===== src/rtl/corr_pkg.sv =====
// Shared types and helpers for the correlation-window sequencer.
//   state_t   : sequencer states IDLE / START / RUN / FINAL
//   cnt_w     : width of a datapath count for a given time and increment width
//   exp_w     : width needed to hold a window-length exponent 0..time_w
//   clamp_exp : limits a requested exponent to the time-index precision
package corr_pkg;

  typedef enum logic [1:0] {
    IDLE  = 2'd0,
    START = 2'd1,
    RUN   = 2'd2,
    FINAL = 2'd3
  } state_t;

  function automatic int cnt_w(input int time_w, input int incr_w);
    return time_w + incr_w - 1;
  endfunction

  function automatic int exp_w(input int time_w);
    return $clog2(time_w + 1);
  endfunction

  function automatic int clamp_exp(input int e, input int time_w);
    return (e > time_w) ? time_w : e;
  endfunction

endpackage


===== src/rtl/corr_window_timer.sv =====
// Window time-index counter for the correlation sequencer.
// Holds the latched (clamped) window-length exponent and the running time
// index t, which wraps from last = 2**exp - 1 back to 0.
//   clk, rst  : clock, synchronous active-high reset
//   load      : latch exp_req (clamped) and restart t at 0
//   step      : advance t by one, wrapping at the window end
//   exp_req   : requested exponent
//   t         : current time index
//   len_exp   : latched, clamped exponent
//   is_first  : t == 0
//   is_last   : t == last
module corr_window_timer
  import corr_pkg::*;
#(
  parameter int TIME_W = 8,
  localparam int EXP_W = exp_w(TIME_W)
) (
  input  logic              clk,
  input  logic              rst,
  input  logic              load,
  input  logic              step,
  input  logic [EXP_W-1:0]  exp_req,
  output logic [TIME_W-1:0] t,
  output logic [EXP_W-1:0]  len_exp,
  output logic              is_first,
  output logic              is_last
);

  logic [TIME_W-1:0] last;

  // A low-bit mask equals 2**exp - 1; exp == TIME_W shifts every one out,
  // giving an all-ones mask for the full-length window.
  assign last     = ~({TIME_W{1'b1}} << len_exp);
  assign is_first = (t == '0);
  assign is_last  = (t == last);

  always_ff @(posedge clk) begin
    if (rst) begin
      t       <= '0;
      len_exp <= '0;
    end else if (load) begin
      len_exp <= EXP_W'(clamp_exp(int'(exp_req), TIME_W));
      t       <= '0;
    end else if (step) begin
      t <= is_last ? '0 : t + 1'b1;
    end
  end

endmodule


===== src/rtl/corr_window_ctrl.sv =====
// Sequencer for the logdrop correlation counter datapath.
// Drives the window time index, zero-counts pulse, clock-gate enable and
// window-length exponent, and snapshots the four datapath counts at every
// window boundary into a single-entry result register (valid/ready).
// Optional feature: define CORR_WINDOW_CTRL_DROPCOUNT_EN to add o_nDropped,
// a saturating count of snapshots lost because the result was not consumed.
//   i_clk, i_rst            : clock, synchronous active-high reset
//   i_enable                : run windows back to back while high
//   i_windowLengthExp       : requested exponent, latched when leaving IDLE
//   o_busy                  : high outside IDLE
//   o_dpCg                  : datapath clock-gate enable
//   o_dpT                   : window time index
//   o_dpZeroCounts          : first cycle of a window
//   o_dpWindowLengthExp     : latched, clamped exponent
//   i_dpCount*              : datapath counts (x, y, isect, symdiff)
//   o_rsltValid/i_rsltReady : result handshake
//   o_rsltCount*, o_rsltSeq : snapshot and its window sequence number
//   o_nDropped              : dropped-snapshot count (optional)
module corr_window_ctrl
  import corr_pkg::*;
#(
  parameter int TIME_W = 8,
  parameter int INCR_W = 16,
  parameter int SEQ_W  = 8,
  parameter int DROP_W = 8,
  localparam int CNT_W = cnt_w(TIME_W, INCR_W),
  localparam int EXP_W = exp_w(TIME_W)
) (
  input  logic              i_clk,
  input  logic              i_rst,
  input  logic              i_enable,
  input  logic [EXP_W-1:0]  i_windowLengthExp,
  output logic              o_busy,
  output logic              o_dpCg,
  output logic [TIME_W-1:0] o_dpT,
  output logic              o_dpZeroCounts,
  output logic [EXP_W-1:0]  o_dpWindowLengthExp,
  input  logic [CNT_W-1:0]  i_dpCountX,
  input  logic [CNT_W-1:0]  i_dpCountY,
  input  logic [CNT_W-1:0]  i_dpCountIsect,
  input  logic [CNT_W-1:0]  i_dpCountSymdiff,
  output logic              o_rsltValid,
  input  logic              i_rsltReady,
  output logic [CNT_W-1:0]  o_rsltCountX,
  output logic [CNT_W-1:0]  o_rsltCountY,
  output logic [CNT_W-1:0]  o_rsltCountIsect,
  output logic [CNT_W-1:0]  o_rsltCountSymdiff,
  output logic [SEQ_W-1:0]  o_rsltSeq
`ifdef CORR_WINDOW_CTRL_DROPCOUNT_EN
  ,
  output logic [DROP_W-1:0] o_nDropped
`endif
);

  if (DROP_W < 1 || SEQ_W < 1) begin : g_param_check
    $error("corr_window_ctrl: DROP_W and SEQ_W must be at least 1");
  end

  state_t state, state_nxt;

  logic busy_nxt, cg_nxt, zc_nxt;
  logic tmr_load, tmr_step;
  logic is_first, is_last;
  logic snap_p0;
  logic xfer, accept;
  logic [SEQ_W-1:0] seq_cnt;

  corr_window_timer #(
    .TIME_W (TIME_W)
  ) u_timer (
    .clk      (i_clk),
    .rst      (i_rst),
    .load     (tmr_load),
    .step     (tmr_step),
    .exp_req  (i_windowLengthExp),
    .t        (o_dpT),
    .len_exp  (o_dpWindowLengthExp),
    .is_first (is_first),
    .is_last  (is_last)
  );

  // State register; the datapath controls are registered alongside so every
  // output is a flop that reflects the state it belongs to.
  always_ff @(posedge i_clk) begin
    if (i_rst) begin
      state          <= IDLE;
      o_busy         <= 1'b0;
      o_dpCg         <= 1'b0;
      o_dpZeroCounts <= 1'b0;
    end else begin
      state          <= state_nxt;
      o_busy         <= busy_nxt;
      o_dpCg         <= cg_nxt;
      o_dpZeroCounts <= zc_nxt;
    end
  end

  always_comb begin
    state_nxt = state;
    case (state)
      IDLE:    if (i_enable) state_nxt = START;
      START:   state_nxt = RUN;
      RUN:     if (is_last && !i_enable) state_nxt = FINAL;
      FINAL:   state_nxt = IDLE;
      default: state_nxt = IDLE;
    endcase
  end

  // Registered outputs are computed for the state being entered. The index
  // lands on 0 in RUN exactly when the current cycle is the window's last
  // (this also covers START -> RUN for a one-cycle window).
  always_comb begin
    busy_nxt = (state_nxt != IDLE);
    cg_nxt   = (state_nxt == START) || (state_nxt == RUN);
    zc_nxt   = (state_nxt == START) || ((state_nxt == RUN) && is_last);
    tmr_load = (state == IDLE) && (state_nxt == START);
    tmr_step = (state == START) || (state == RUN);
    snap_p0  = ((state == RUN) && is_first) || (state == FINAL);
  end

  assign xfer   = o_rsltValid && i_rsltReady;
  // A snapshot lands if the slot is empty or is being emptied this cycle;
  // otherwise the held result wins and the new one is lost.
  assign accept = snap_p0 && (!o_rsltValid || i_rsltReady);

  // Snapshot stage: result register and window sequence counter
  always_ff @(posedge i_clk) begin
    if (i_rst) begin
      seq_cnt            <= '0;
      o_rsltValid        <= 1'b0;
      o_rsltSeq          <= '0;
      o_rsltCountX       <= '0;
      o_rsltCountY       <= '0;
      o_rsltCountIsect   <= '0;
      o_rsltCountSymdiff <= '0;
    end else begin
      if (snap_p0) seq_cnt <= seq_cnt + 1'b1;
      if (accept) begin
        o_rsltValid        <= 1'b1;
        o_rsltSeq          <= seq_cnt;
        o_rsltCountX       <= i_dpCountX;
        o_rsltCountY       <= i_dpCountY;
        o_rsltCountIsect   <= i_dpCountIsect;
        o_rsltCountSymdiff <= i_dpCountSymdiff;
      end else if (xfer) begin
        o_rsltValid <= 1'b0;
      end
    end
  end

`ifdef CORR_WINDOW_CTRL_DROPCOUNT_EN
  logic drop;
  assign drop = snap_p0 && o_rsltValid && !i_rsltReady;

  always_ff @(posedge i_clk) begin
    if (i_rst || tmr_load) begin
      o_nDropped <= '0;
    end else if (drop && (o_nDropped != '1)) begin
      o_nDropped <= o_nDropped + 1'b1;
    end
  end
`endif

endmodule


===== config.mk =====
export PLATFORM = sky130hd
export DESIGN_NAME = corr_window_ctrl
export DESIGN_NICKNAME = d
export VERILOG_FILES = /design/src/rtl/corr_pkg.sv /design/src/rtl/corr_window_timer.sv /design/src/rtl/corr_window_ctrl.sv
export SDC_FILE = /design/constraint.sdc
export NUM_CORES = 1
export LEC_CHECK = 0
export ABC_CLOCK_PERIOD_IN_PS = 2800
export CORE_ASPECT_RATIO = 1.1
export CORE_MARGIN = 1.5
export CORE_UTILIZATION = 39
export CTS_CLUSTER_SIZE = 20
export DETAILED_ROUTE_END_ITERATION = 8
export PLACE_DENSITY = 0.79
export SYNTH_ARGS = -nofsm -noshare
export SYNTH_HDL_FRONTEND = slang
export SYNTH_HIERARCHICAL = 1
export SYNTH_SLANG_ARGS = --single-unit

===== constraint.sdc =====
create_clock -name i_clk -period 2.8 [get_ports i_clk]
set_input_delay 0.28 -clock i_clk [delete_from_list [all_inputs] [get_ports i_clk]]
set_output_delay 0.28 -clock i_clk [all_outputs]
set_load 0.05 [all_outputs]

==> impl_metrics.ini <==
[status]
status = finished clean

[route]
dr.pass1.iters = 4
final_antenna_net_count = 0
drt_iter0_drc = 355
wl_mm = 15.6
drc = 0
num_vias = 5379
avgRoutedWirePerCell_um = 15.8
viasPerCell = 5.46

[sta]
rsz0062_at_grt = no
setup_tns_ns = 0
hold_viol = 0
clock.fmax_ghz = 0.375
holdWs_ns = 0.348
skew_ns = 0.00609
slew_headroom = 0.619
report.final.slew_viol_count = 0
min_period_ns = 2.67
fin_crit_sh = 0.954
setup_viol = 0
worst_pin_slew_ns = 0.570

[global_routing]
grt_pass1_wl_mm = 24.9
grt_remaining_overflow = 0
grtUsageMet1 = 0.263
grt_max_degree = 75
grt_busiest_layer = met2
grt_use_met2 = 0.358
use_met3 = 0.0662
grt_use_total = 0.219
antenna_found_initial = 0
first_global_vias = 4967

[placement]
place_hpwl_mm = 10.0
dpl-instance-area_sq_mm = 0.00754
gp_congestion = 0.861
port_buffers = 215
dp_cells = 953

[power_and_ir_drop]
peakVddDrop_mv = 0.499
leakagePower_nw = 2.78
p_per_area_mw_per_mm2 = 850

[layout]
area.growth.synth_to_final_pct = 55.6
final_area_sq_mm = 0.00814
drive_above_1_share = 0.0813
n_antenna_cell = 0
final_nets = 922
final_cell_mix = clkdlybuf4s50_1 (214), dfxtp_1 (121), a21oi_1 (116)
layout_commonest_cell = clkdlybuf4s50_1
fin_cells = 985
fillers = 1136

[clock_network]
cts_buffers = 17
root_buffer = clkbuf_16
path_clk_slew_ns = 0.05
clock_latency_ns = 0.41
cts_sinks = 126
cts_tree = yes
htreeDepth = 4
cts_buffer_depth = 2

[synthesis]
yosysWarnings = 6
ys.flop_type = dfxtp_1
ys_seq_area_frac = 0.482
synthCells = 625
syn_area_per_cell_sq_um = 8.37
syn-num-nets = 735
synth_edf_count = 0
synth_area_sq_mm = 0.00523
synth_cell_types = 52
async_flop_share = 0
synth_seq_cells = 126

[floorplanning]
die_width_um = 113
die_h_um = 125
die-area_sq_mm = 0.0141
ios = 216
core_sq_mm = 0.0132
rows = 44
initial_core_util = 0.398

[setup_path]
r2r_slack_ns = 0.13
crit_type = register to register
cp_max_fo = 14
cp-start-kind = register
crit_arrival_ns = 2.94
crit_path_end_kind = register
required_ns = 3.07

[worst_hold_path]
hp-class = input port to register

[run]
cap_violations = 0
==> worst max-delay path: stages, from the launching register on <==
cell,delay [ns]
dfxtp_2,0.38
xor2_1,0.17
a2111oi_0,0.42
o221a_2,0.33
and2_4,0.16
nor3b_1,0.15
o21ai_0,0.16
nand2_1,0.11
ha_1,0.16
and2_2,0.24
mux2i_1,0.20
nor2_1,0.05
==> area by class of cell <==
class / instances / area [sq um] / area share
flip-flops and latches: 126 / 2530 / 0.310
multi-input cells: 428 / 2440 / 0.299
repair buffers: 232 / 2350 / 0.289
clock buffers: 26 / 519 / 0.0638
well taps: 161 / 201 / 0.0247
clock inverters: 5 / 77.6 / 0.00953
inverters: 7 / 26.3 / 0.00323
==> cells by family after synthesis <==
kind of cell	synth area share
AO/OA/AOI/OAI	0.260
XOR/XNOR	0.0100
adder cells (fa/ha/maj)	0.0239
buffers and inverters	0.0598
flip-flops	0.482
multiplexers	0.00191
AND/OR/NAND/NOR	0.162
==> through the flow <==
stage          setup WS (ns)  utilization  total power [mW]
2_1_floorplan         0.0136            -              3.84
3_3_place_gp           0.210        0.573              4.72
3_5_place_dp           0.120        0.573              4.74
4_1_cts               0.0550        0.618              6.97
5_1_grt              0.00423        0.619              7.26
6_report               0.130        0.619              6.92
==> synth_stat cells (6+ instances only) <==
| library cell | number | area (sq um) |
|---|---|---|
| buf_2 | 18 | 90.1 |
| buf_1 | 6 | 22.5 |
| o21ai_0 | 100 | 500 |
| clkbuf_1 | 37 | 139 |
| ha_1 | 10 | 125 |
| inv_1 | 6 | 22.5 |
| nand3_1 | 105 | 526 |
| a21oi_1 | 116 | 581 |
| o21ai_1 | 6 | 30.0 |
| nor2_1 | 12 | 45.0 |
| dfxtp_1 | 126 | 2520 |
| nand2_1 | 10 | 37.5 |
==> power breakdown <==
| part | internal, mW | switching (mW) |
|---|---|---|
| Combinational | 0.914 | 1.65 |
| Clock | 1.44 | 0.749 |
| Sequential | 2.04 | 0.132 |
| Total | 4.40 | 2.53 |
==> per-layer routing <==
metal  part of all wire  vias up
met5                  0        -
met4              0.028        0
met3              0.058       35
met2               0.50      163
met1               0.42     2553
li1                   -     2628
==> flip-flops by register name, summed over array words and instances, names as in the netlist <==
signal	flops
o_rsltCountIsect	23
o_rsltCountSymdiff	23
o_rsltCountX	23
o_rsltCountY	23
o_rsltSeq	8
seq_cnt	8
u_timer/t	8
u_timer/len_exp	4
state	2
o_busy	1
o_dpCg	1
o_dpZeroCounts	1
o_rsltValid	1
==> final timing paths <==
check / start / to / depth (start not counted)
worst max register to register: u_timer/len_exp[2]$_SDFFE_PP0P_ / u_timer/len_exp[3]$_SDFFE_PP0P_ / 11
worst max-delay path: u_timer/len_exp[2]$_SDFFE_PP0P_ / u_timer/len_exp[3]$_SDFFE_PP0P_ / 11
worst min register to register: o_rsltCountSymdiff[3]$_SDFFE_PP0P_ / o_rsltCountSymdiff[3]$_SDFFE_PP0P_ / 2
worst min-delay path: i_rst / u_timer/len_exp[3]$_SDFFE_PP0P_ / 2
==> timing repair <==
action	4_1_cts	5_1_grt
resized for setup	0	1
endpoints found under the hold margin	0	0
hold buffers	0	0
buffers inserted	0	0
setup endpoints to repair	0	23
No activity file was read; power rests on OpenSTA's default activity.
